## src/rtl/serial_adder_ctrl.sv

```systemverilog
// Bit-serial add/subtract engine: one full-adder cell (two half adders + OR)
// stepped LSB-first across a WIDTH-bit operand pair, one bit per clock.

module half_adder (
  input  logic i_a,
  input  logic i_b,
  output logic o_s,
  output logic o_c
);
  assign o_s = i_a ^ i_b;
  assign o_c = i_a & i_b;
endmodule

module serial_adder_ctrl #(
  parameter int WIDTH = 8
) (
  input  logic             clk,
  input  logic             rst,
  input  logic             start,
  input  logic             sub,
  input  logic [WIDTH-1:0] a,
  input  logic [WIDTH-1:0] b,
  output logic             ready,
  output logic             busy,
  output logic             done,
  output logic [WIDTH-1:0] sum,
  output logic             cout,
  output logic             ovf
);

  localparam int CW = $clog2(WIDTH);
  localparam logic [CW-1:0] LAST_BIT = CW'(WIDTH - 1);

  typedef enum logic [1:0] {
    S_IDLE,
    S_RUN,
    S_DONE
  } state_t;

  state_t           r_state;
  logic [CW-1:0]    r_cnt;
  logic             r_carry;
  logic [WIDTH-1:0] r_op_a;
  logic [WIDTH-1:0] r_op_b;
  logic [WIDTH-1:0] r_sum;
  logic             r_cout;
  logic             r_ovf;
  logic             r_ready;
  logic             r_busy;
  logic             r_done;

  logic w_s1, w_c1, w_s, w_c2, w_carry_nxt;

  half_adder u_ha_ab (
    .i_a (r_op_a[0]),
    .i_b (r_op_b[0]),
    .o_s (w_s1),
    .o_c (w_c1)
  );

  half_adder u_ha_cin (
    .i_a (w_s1),
    .i_b (r_carry),
    .o_s (w_s),
    .o_c (w_c2)
  );

  assign w_carry_nxt = w_c1 | w_c2;

  always_ff @(posedge clk or posedge rst) begin
    if (rst) begin
      r_state <= S_IDLE;
      r_cnt   <= '0;
      r_carry <= 1'b0;
      r_op_a  <= '0;
      r_op_b  <= '0;
      r_sum   <= '0;
      r_cout  <= 1'b0;
      r_ovf   <= 1'b0;
      r_ready <= 1'b1;
      r_busy  <= 1'b0;
      r_done  <= 1'b0;
    end else begin
      case (r_state)
        S_IDLE: begin
          if (start) begin
            // Subtraction is A + ~B + 1: invert B and seed the carry with 1.
            r_op_a  <= a;
            r_op_b  <= sub ? ~b : b;
            r_carry <= sub;
            r_cnt   <= '0;
            r_sum   <= '0;
            r_state <= S_RUN;
            r_ready <= 1'b0;
            r_busy  <= 1'b1;
          end
        end
        S_RUN: begin
          r_carry <= w_carry_nxt;
          r_sum   <= {w_s, r_sum[WIDTH-1:1]};
          r_op_a  <= r_op_a >> 1;
          r_op_b  <= r_op_b >> 1;
          if (r_cnt == LAST_BIT) begin
            // r_carry here is the carry into the MSB.
            r_cout  <= w_carry_nxt;
            r_ovf   <= r_carry ^ w_carry_nxt;
            r_state <= S_DONE;
            r_done  <= 1'b1;
          end else begin
            r_cnt <= r_cnt + CW'(1);
          end
        end
        S_DONE: begin
          r_state <= S_IDLE;
          r_done  <= 1'b0;
          r_busy  <= 1'b0;
          r_ready <= 1'b1;
        end
        default: begin
          r_state <= S_IDLE;
          r_done  <= 1'b0;
          r_busy  <= 1'b0;
          r_ready <= 1'b1;
        end
      endcase
    end
  end

  assign ready = r_ready;
  assign busy  = r_busy;
  assign done  = r_done;
  assign sum   = r_sum;
  assign cout  = r_cout;
  assign ovf   = r_ovf;

endmodule

```

## config.mk

```make
export PLATFORM = sky130hd
export DESIGN_NAME = serial_adder_ctrl
export DESIGN_NICKNAME = d
export VERILOG_FILES = /design/src/rtl/serial_adder_ctrl.sv
export SDC_FILE = /design/constraint.sdc
export NUM_CORES = 1
export LEC_CHECK = 0
export BUFFER_PORTS_ARGS = -buffer_cell sky130_fd_sc_hd__buf_2
export CAP_MARGIN = 20
export CORE_UTILIZATION = 40
export CTS_BUF_LIST = sky130_fd_sc_hd__clkbuf_8 sky130_fd_sc_hd__clkbuf_16
export CTS_CLUSTER_SIZE = 28
export DETAILED_ROUTE_END_ITERATION = 10
export PLACE_DENSITY = 0.72
export SYNTH_ARGS = -nofsm -noshare
export SYNTH_HDL_FRONTEND = slang
export SYNTH_SLANG_ARGS = --single-unit
```

## constraint.sdc

```tcl
create_clock -name clk -period 3.4 [get_ports clk]
set_input_delay 0.68 -clock clk [delete_from_list [all_inputs] [get_ports clk]]
set_output_delay 0.68 -clock clk [all_outputs]
set_load 0.05 [all_outputs]
```

* Yosys cells after proc, flatten, opt, wreduce, memory -nomap -nowiden
Index checks and enable logic that the tools add are counted.
** Word-level totals
- Flip-flop bits (word level) :: 35
- Output and inout bits :: 13
- Word-level logic and storage cells :: 55
** Operators by class
- $add $sub $neg :: 1
- Eq/ne operators :: 5
- Muxes and demuxes :: 21
- Bitwise gates (word level) :: 9
- Reductions and logical operators :: 8
** Operators with widths (number)
- 8-bit one-hot mux with 2 select lines :: 3
- 8-bit two-way mux :: 4
- 2-bit AND reduction :: 5
- 8-bit inverter :: 1
- 1-bit one-hot mux with 2 select lines :: 4
- 3-bit two-way mux :: 2
- 2-bit inequality test (second input constant) :: 3
- 3-bit one-hot mux with 2 select lines :: 1
- 1-bit two-way mux :: 4
- 2-bit two-way mux :: 2
- 2-bit one-hot mux with 2 select lines :: 1
- 3-bit by 1-bit adder with 3-bit output (second input constant) :: 1
- 3-bit == test (second input constant) :: 1
- 3-bit AND reduction :: 1
- 1-bit XOR :: 3
- 1-bit AND :: 2
- 2-bit by 1-bit == test with 1-bit output (second input constant) :: 1
- 2-bit logical NOT :: 1
- 1-bit inverter :: 2
- 2-bit nonzero test :: 1
- 1-bit OR :: 1

* Depth between registers and ports, before layout
Gate-level depths: netlist of the first run.
- Word-level depth :: 4
- Depth in mapped cells :: 5
- Depth with buffers taken out :: 5

* Hierarchy
From an unflattened synthesis of the first run, not the netlist that was laid out.
** Unflattened totals
- Cells, all modules :: 148
- Area, all modules :: 1645.3 µm²
** By module, submodules not included
- serial_adder_ctrl :: instances 1, cells an instance 146, area an instance 1620.3 µm²
- half_adder :: instances 2, cells an instance 1, area an instance 12.5 µm²

* Worst setup path before layout of the first run
OpenSTA, ideal clock, no wires.
- Path kind :: input to register
- From :: in sub
- To :: reg r_op_b[0]
- Library setup time :: 126 ps
- Arrival time :: 1356 ps
- Data required time :: 3274 ps
- Setup slack :: 1918 ps
- Stages on the path :: 4
- Path buffers :: 1
- Cell sequence :: buf_2 > xnor2_1 > o32ai_1 > a221o_1
** On the way
- Word-level cells in the longest chain between the ends :: 3
** RTL lines
- start: declaration :: RTL line 20 : input logic sub,
- 8-bit two-way mux :: RTL line 89 : r_op_b <= sub ? ~b : b;
- 8-bit two-way mux :: RTL line 86 : if (start) begin
- 8-bit one-hot mux with 2 select lines :: RTL line 84 : case (r_state)
- end signal: assignment :: RTL line 89
- end signal: assignment :: RTL line 102 : r_op_b <= r_op_b >> 1;
- end: declaration :: RTL line 44 : logic [WIDTH-1:0] r_op_b;
Every way passes these cells. The select of a mux whose other input is x is not followed.
A chain may end at the register's enable or synchronous reset.

* Worst setup path after layout of the first run
- From :: reg r_state[0]
- To :: reg r_op_a[3]
** On the way
- Word-level cells in the longest chain between the ends :: 3
- Elaborated cells between the ends (all ways) :: 6
- Classes of those cells :: 2 x eq/ne; 1 x mux; 3 x reduce/logical
** RTL lines
- start: declaration :: RTL line 40 : state_t r_state;
- start signal: assignment :: RTL line 72 : r_state <= S_IDLE;
- start signal: assignment :: RTL line 93 : r_state <= S_RUN;
- start signal: assignment :: RTL line 107 : r_state <= S_DONE;
- 2-bit by 1-bit == test with 1-bit output / 2-bit logical NOT (equally long branches) :: RTL line 84
- 2-bit nonzero test (no source line) / 2-bit inequality test (equally long branches)
- 2-bit AND reduction (no source line)
- end signal: assignment :: RTL line 101 : r_op_a <= r_op_a >> 1;
- end: declaration :: RTL line 43 : logic [WIDTH-1:0] r_op_a;
Several ways; a longest one is shown, not always the timed one.

==> results of run 1 <==
worst max-delay path, stage by stage (launching register included):
cell     delay [ps]
dfrtp_1         660
nor2b_1         390
buf_4           300
mux2i_1         200
o21ai_0          90
power groups by stage:
| stage | clock network [mW] | registers [mW] | logic [mW] |
|---|---|---|---|
| after detailed placement | 0 | 0.759 | 0.857 |
| after global placement | 0 | 0.747 | 0.819 |
| after global routing | 0.348 | 0.784 | 0.933 |
| after floorplan | 0 | 0.951 | 0.484 |
| after CTS | 0.326 | 0.756 | 0.857 |
| final | 0.313 | 0.755 | 0.846 |
state kept, by name, indices dropped and copies added (netlist names):
register	cells
busy	1
cout	1
done	1
ovf	1
r_carry	1
r_cnt	3
r_op_a	8
r_op_b	8
r_state	2
ready	1
sum	8
cell families (layout without fill, tap and decap cells):
| family | after synthesis | count (layout) | share of synthesized area, % |
|---|---|---|---|
| and+or+nand+nor | 25 | 25 | 7.53 |
| AOI/OAI and AO/OA | 44 | 44 | 19.6 |
| muxes | 8 | 8 | 4.95 |
| buffers and inverters | 24 | 56 | 7.00 |
| xor gates and xnor gates | 9 | 9 | 4.79 |
| DFF | 35 | 35 | 53.3 |
| adders and majority gates | 3 | 3 | 2.74 |
routing by layer:
layer | up-vias | wire, um
met5 | - | 0
met4 | 0 | 58
met3 | 8 | 150
met2 | 32 | 1540
met1 | 580 | 1310
li1 | 581 | -
stage by stage:
stage | std cells | total power, mW
2_1_floorplan | 148 | 1.43
3_3_place_gp | 220 | 1.57
3_5_place_dp | 220 | 1.62
4_1_cts | 228 | 1.94
5_1_grt | 228 | 2.07
6_report | 228 | 1.91
final cells by class:
cell class	instances	area (um^2)
clock buffers	7	96.3
clock inverters	1	3.75
fillers	361	1880
inverters	13	48.8
multi-input cells	89	652
flip-flops and latches	35	877
well taps	48	60.1
repair buffers	35	183
cell usage after synthesis:
| master | number |
|---|---|
| dfrtp_1 | 34 |
| nor3b_1 | 1 |
| o21ai_0 | 13 |
| nand2b_1 | 3 |
| a21o_1 | 2 |
| a22o_1 | 9 |
| mux2_2 | 1 |
| o32ai_1 | 7 |
| o21bai_1 | 1 |
| dfstp_2 | 1 |
| nand2_1 | 13 |
| nand3b_1 | 1 |
| buf_6 | 2 |
| nor2b_1 | 4 |
| nor2_1 | 2 |
| xor2_1 | 2 |
| or3b_1 | 1 |
| mux2i_1 | 7 |
| xnor2_1 | 7 |
| ha_1 | 2 |
| a221o_1 | 7 |
| buf_2 | 8 |
| fa_1 | 1 |
| buf_1 | 1 |
| inv_1 | 13 |
| a21oi_1 | 5 |
cells in the final DEF, fill, tap and decap left out:
cell type	instances
dfrtp_1	34
buf_2	32
inv_1	14
nand2_1	13
o21ai_0	13
a22o_1	9
mux2i_1	7
xnor2_1	7
o32ai_1	7
a221o_1	7
clkbuf_8	7
a21oi_1	5
nor2b_1	4
nand2b_1	3
buf_4	3
nor2_1	2
a21o_1	2
xor2_1	2
ha_1	2
o21bai_1	1
mux2_2	1
or3b_1	1
nand3b_1	1
nor3b_1	1
fa_1	1
dfstp_2	1
path summary, 6_finish.rpt:
| path | to | slack [ps] | cells past startpoint |
|---|---|---|---|
| worst min-delay path | sum[0] | 480 | 3 |
| worst max register to register | r_op_a[3] | 1630 | 4 |
| worst max-delay path | r_op_a[3] | 1630 | 4 |
| worst min register to register | r_op_a[1] | 490 | 2 |
| min in group clk | r_op_a[1] | 490 | 2 |
| max in group asynchronous | ready | 2590 | 3 |
==> run summary, run 1 <==
status: completed
setup bufs post-CTS: 0
top cell type's share of synthesized area: 51.8%
CTS resizes: 0
final setup TNS: 0 ps
drt pass-1 iters: 4
share of cells above drive strength 1: 24.4%
Initial DRC Count: 61
Antenna Cells: 0
post-layout util: 50.6%
DIE AREA: 4370 um^2
pwr/cell area: 997 nW/um^2
crit share post-route: 52.2%
Detail Placement HPWL: 2260 um
Clock Tree Buf Depth: 2
RD Place Congestion: 0.738
RSZ-0062 raised after global routing: false
Initial Utilization: 43.3%
Final Hold Violating Endpoints: 0
Cell Area, Placed: 1820 um^2
Remaining DRCs: 0
critical path class: reg2reg
CP startpoint kind: flip-flop
Worst-Margin Slew: 593 ps
CTS Hold Buffers Added: 0
Max-slew headroom: 60.5%
Routed WL per cell: 13.4 um
Layout area overhead: 16.8%
initial antenna violation count: 0
Yosys warnings: 0
clock-pin slew of the registers on the worst-case setup and hold paths: 60 ps
total global routing overflow: 0
clock root cell: clkbuf_8
P_sw: 820 uW
cell area after layout: 1920 um^2
setup ws final: 1630 ps
core area: 3800 um^2
fmax: 564 MHz
later-pin clock latency in the skew report: 280 ps
biggest fanout along the worst timing path: 18
Critical Path End Type: flip-flop
Syn Std Cell Area: 1640 um^2
switch share: 42.8%
met1 global-route usage: 21.2%
min Tclk post-route: 1770 ps
largest net degree at the start of global routing: 36
final WL: 3060 um
largest area contributor in the netlist: dfrtp_1
die height: 66.1 um
Hold Crit Class: in2async
Total Routing Usage GR: 16.5%
via count of the first global-routing pass: 1087
Antenna Nets Post-Route: 0
Net count, final: 202
FP Rows: 22
CTS Buf Count: 5
via count: 1201
chip width: 66.1 um
number of endpoints failing setup at the final stage: 0
Clk pwr share: 16.4%
sequential area share after synthesis: 53.3%
critical path launch point: r_state[0]
Fin Clk Skew: 3.48 ps
Yosys cell types: 26
# port buffers: 32
Mean Syn Cell Area: 11.1 um^2
worst path required time: 3560 ps
M3 GR Usage: 5.17%
Seq cells post-synth: 35
clock sink count: 35
CTS HTree Levels: 2
# IOs: 33
Max VDD drop: 0.475 mV
fin. max-slew vios: 0
first-pass GRT wire length: 5160 um
cells after synthesis: 148
Int Power: 1.09 mW
Comb power frac: 44.2%
largest cells by area after synthesis: dfrtp_1 52%, a22o_1 4.8%, a221o_1 4.3%
reg2reg start: r_state[0]
CP arrival: 1930 ps
Flop pwr share: 39.4%
syn nets: 171
WHS: 475 ps
CTS tree: done
grt met2 use: 25.0%
Place WS: 1560 ps
Leak: 0.951 nW
grt peak-use layer: met2
Max Cap Violations: 0
drt via density: 5.27
(Power assumes the default switching activity.)
==> run 2: changes to the inputs <==
Clock period 3.4 ns to 1.74 ns, I/O delays scaled along.
==> run summary, run 2 (synthesized netlist as in run 1, its figures left out) <==
DIE AREA: 4370 um^2
total global routing overflow: 0
commonest non-fill, non-tap cell in the layout: dfrtp_1
Max VDD drop: 1.15 mV
Total Routing Usage GR: 16.4%
share of cells above drive strength 1: 26.2%
# port buffers: 32
fmax: 646 MHz
Fin Clk Skew: 5.00 ps
setup slack, reg-to-reg: 190 ps
Critical Path End Type: flip-flop
fin. max-slew vios: 0
CTS Hold Buffers Added: 0
cell area after layout: 1960 um^2
clock-pin slew of the registers on the worst-case setup and hold paths: 70 ps
Worst-Margin Slew: 432 ps
placed cell count: 223
CTS Buf Count: 5
critical path class: reg2reg
CTS HTree Levels: 2
Final Hold Violating Endpoints: 0
Cell Area, Placed: 1840 um^2
drt pass-1 iters: 4
Fillers: 350
RD Place Congestion: 0.737
via count of the first global-routing pass: 1300
most frequent cells in the layout: 34 x dfrtp_1, 32 x buf_2, 13 x nand2_1, 13 x o21ai_0, 13 x inv_1
later-pin clock latency in the skew report: 280 ps
setup bufs post-CTS: 0
status: completed
RSZ-0062 raised after global routing: false
CP startpoint kind: flip-flop
CTS resizes: 0
Antenna Nets Post-Route: 0
first-pass GRT wire length: 5380 um
Remaining DRCs: 0
die height: 66.1 um
final WL: 3190 um
chip width: 66.1 um
number of endpoints failing setup at the final stage: 0
core area: 3800 um^2
Max-slew headroom: 71.2%
min Tclk post-route: 1550 ps
Hold Crit Class: in2async
Max Cap Violations: 0
Routed WL per cell: 13.8 um
Net count, final: 205
Layout area overhead: 19.3%
FP Rows: 22
Initial DRC Count: 91
via count: 1226
drt via density: 5.31
initial antenna violation count: 0
Initial Utilization: 43.3%
Leak: 0.971 nW
Antenna Cells: 0
final setup TNS: 0 ps
largest net degree at the start of global routing: 36
non-filler cells in the finished layout: 231
biggest fanout along the worst timing path: 4
CP arrival: 1720 ps
crit share post-route: 89.0%
clock sink count: 35
# IOs: 33
CTS tree: done
Clock Tree Buf Depth: 2
Detail Placement HPWL: 2300 um
pwr/cell area: 1990 nW/um^2
Tot Pwr: 3.91 mW
clock root cell: clkbuf_8
worst path required time: 1910 ps
run 2: cell count changes in the layout (fill, tap and decap cells not counted), sizes merged:
cell,change
bufinv,+1
inv,-1
clkbuf,-1
buf,+3
clkinv,+1
run 2: worst max-delay path: stages (launching register included):
cell      delay (ps)
dfrtp_1          390
ha_1             210
ha_1             220
nand2b_1         150
a21o_1           210
mux2_2           260
run 2: path summary, 6_finish.rpt:
| check | start | end | cells after the start |
|---|---|---|---|
| min in group clk | a[3] | r_op_a[3] | 3 |
| max | r_cnt[0] | r_cnt[0] | 5 |
| max in group asynchronous | rst | ready | 3 |
| max reg2reg | r_cnt[0] | r_cnt[0] | 5 |
| min reg2reg | r_op_a[3] | r_op_a[3] | 2 |
| min | rst | sum[1] | 3 |
run 2: routing by layer:
| layer | GRT usage [%] | vias to the layer above | part of all wire (%) |
|---|---|---|---|
| li1 | - | 587 | - |
| met1 | 18.7 | 599 | 43 |
| met2 | 28.4 | 31 | 51 |
| met3 | 4.14 | 9 | 4.3 |
| met4 | 7.98 | 0 | 1.4 |
| met5 | 0 | - | 0 |
run 2: layout make-up:
class	instances	area [um^2]	area share [%]
Clock inverter	2	35.0	1.79
Multi-Input combinational cell	89	652	33.2
Tap cell	48	60.1	3.06
Clock buffer	6	82.6	4.21
Sequential cell	35	877	44.7
Inverter	13	48.8	2.49
Timing Repair Buffer	38	205	10.5
run 2: through the flow:
step	setup slack (ps)	util, %	hold slack (ps)
after floorplan	274	-	449
after global placement	248	48.5	455
after detailed placement	189	48.5	471
after CTS	180	51.6	173
after global routing	112	51.6	217
final	191	51.6	157
run 2: report_power, final:
part | internal (mW) | switching (mW) | total [mW]
clock network | 0.463 | 0.271 | 0.734
logic | 0.637 | 1.09 | 1.73
registers | 1.18 | 0.261 | 1.44
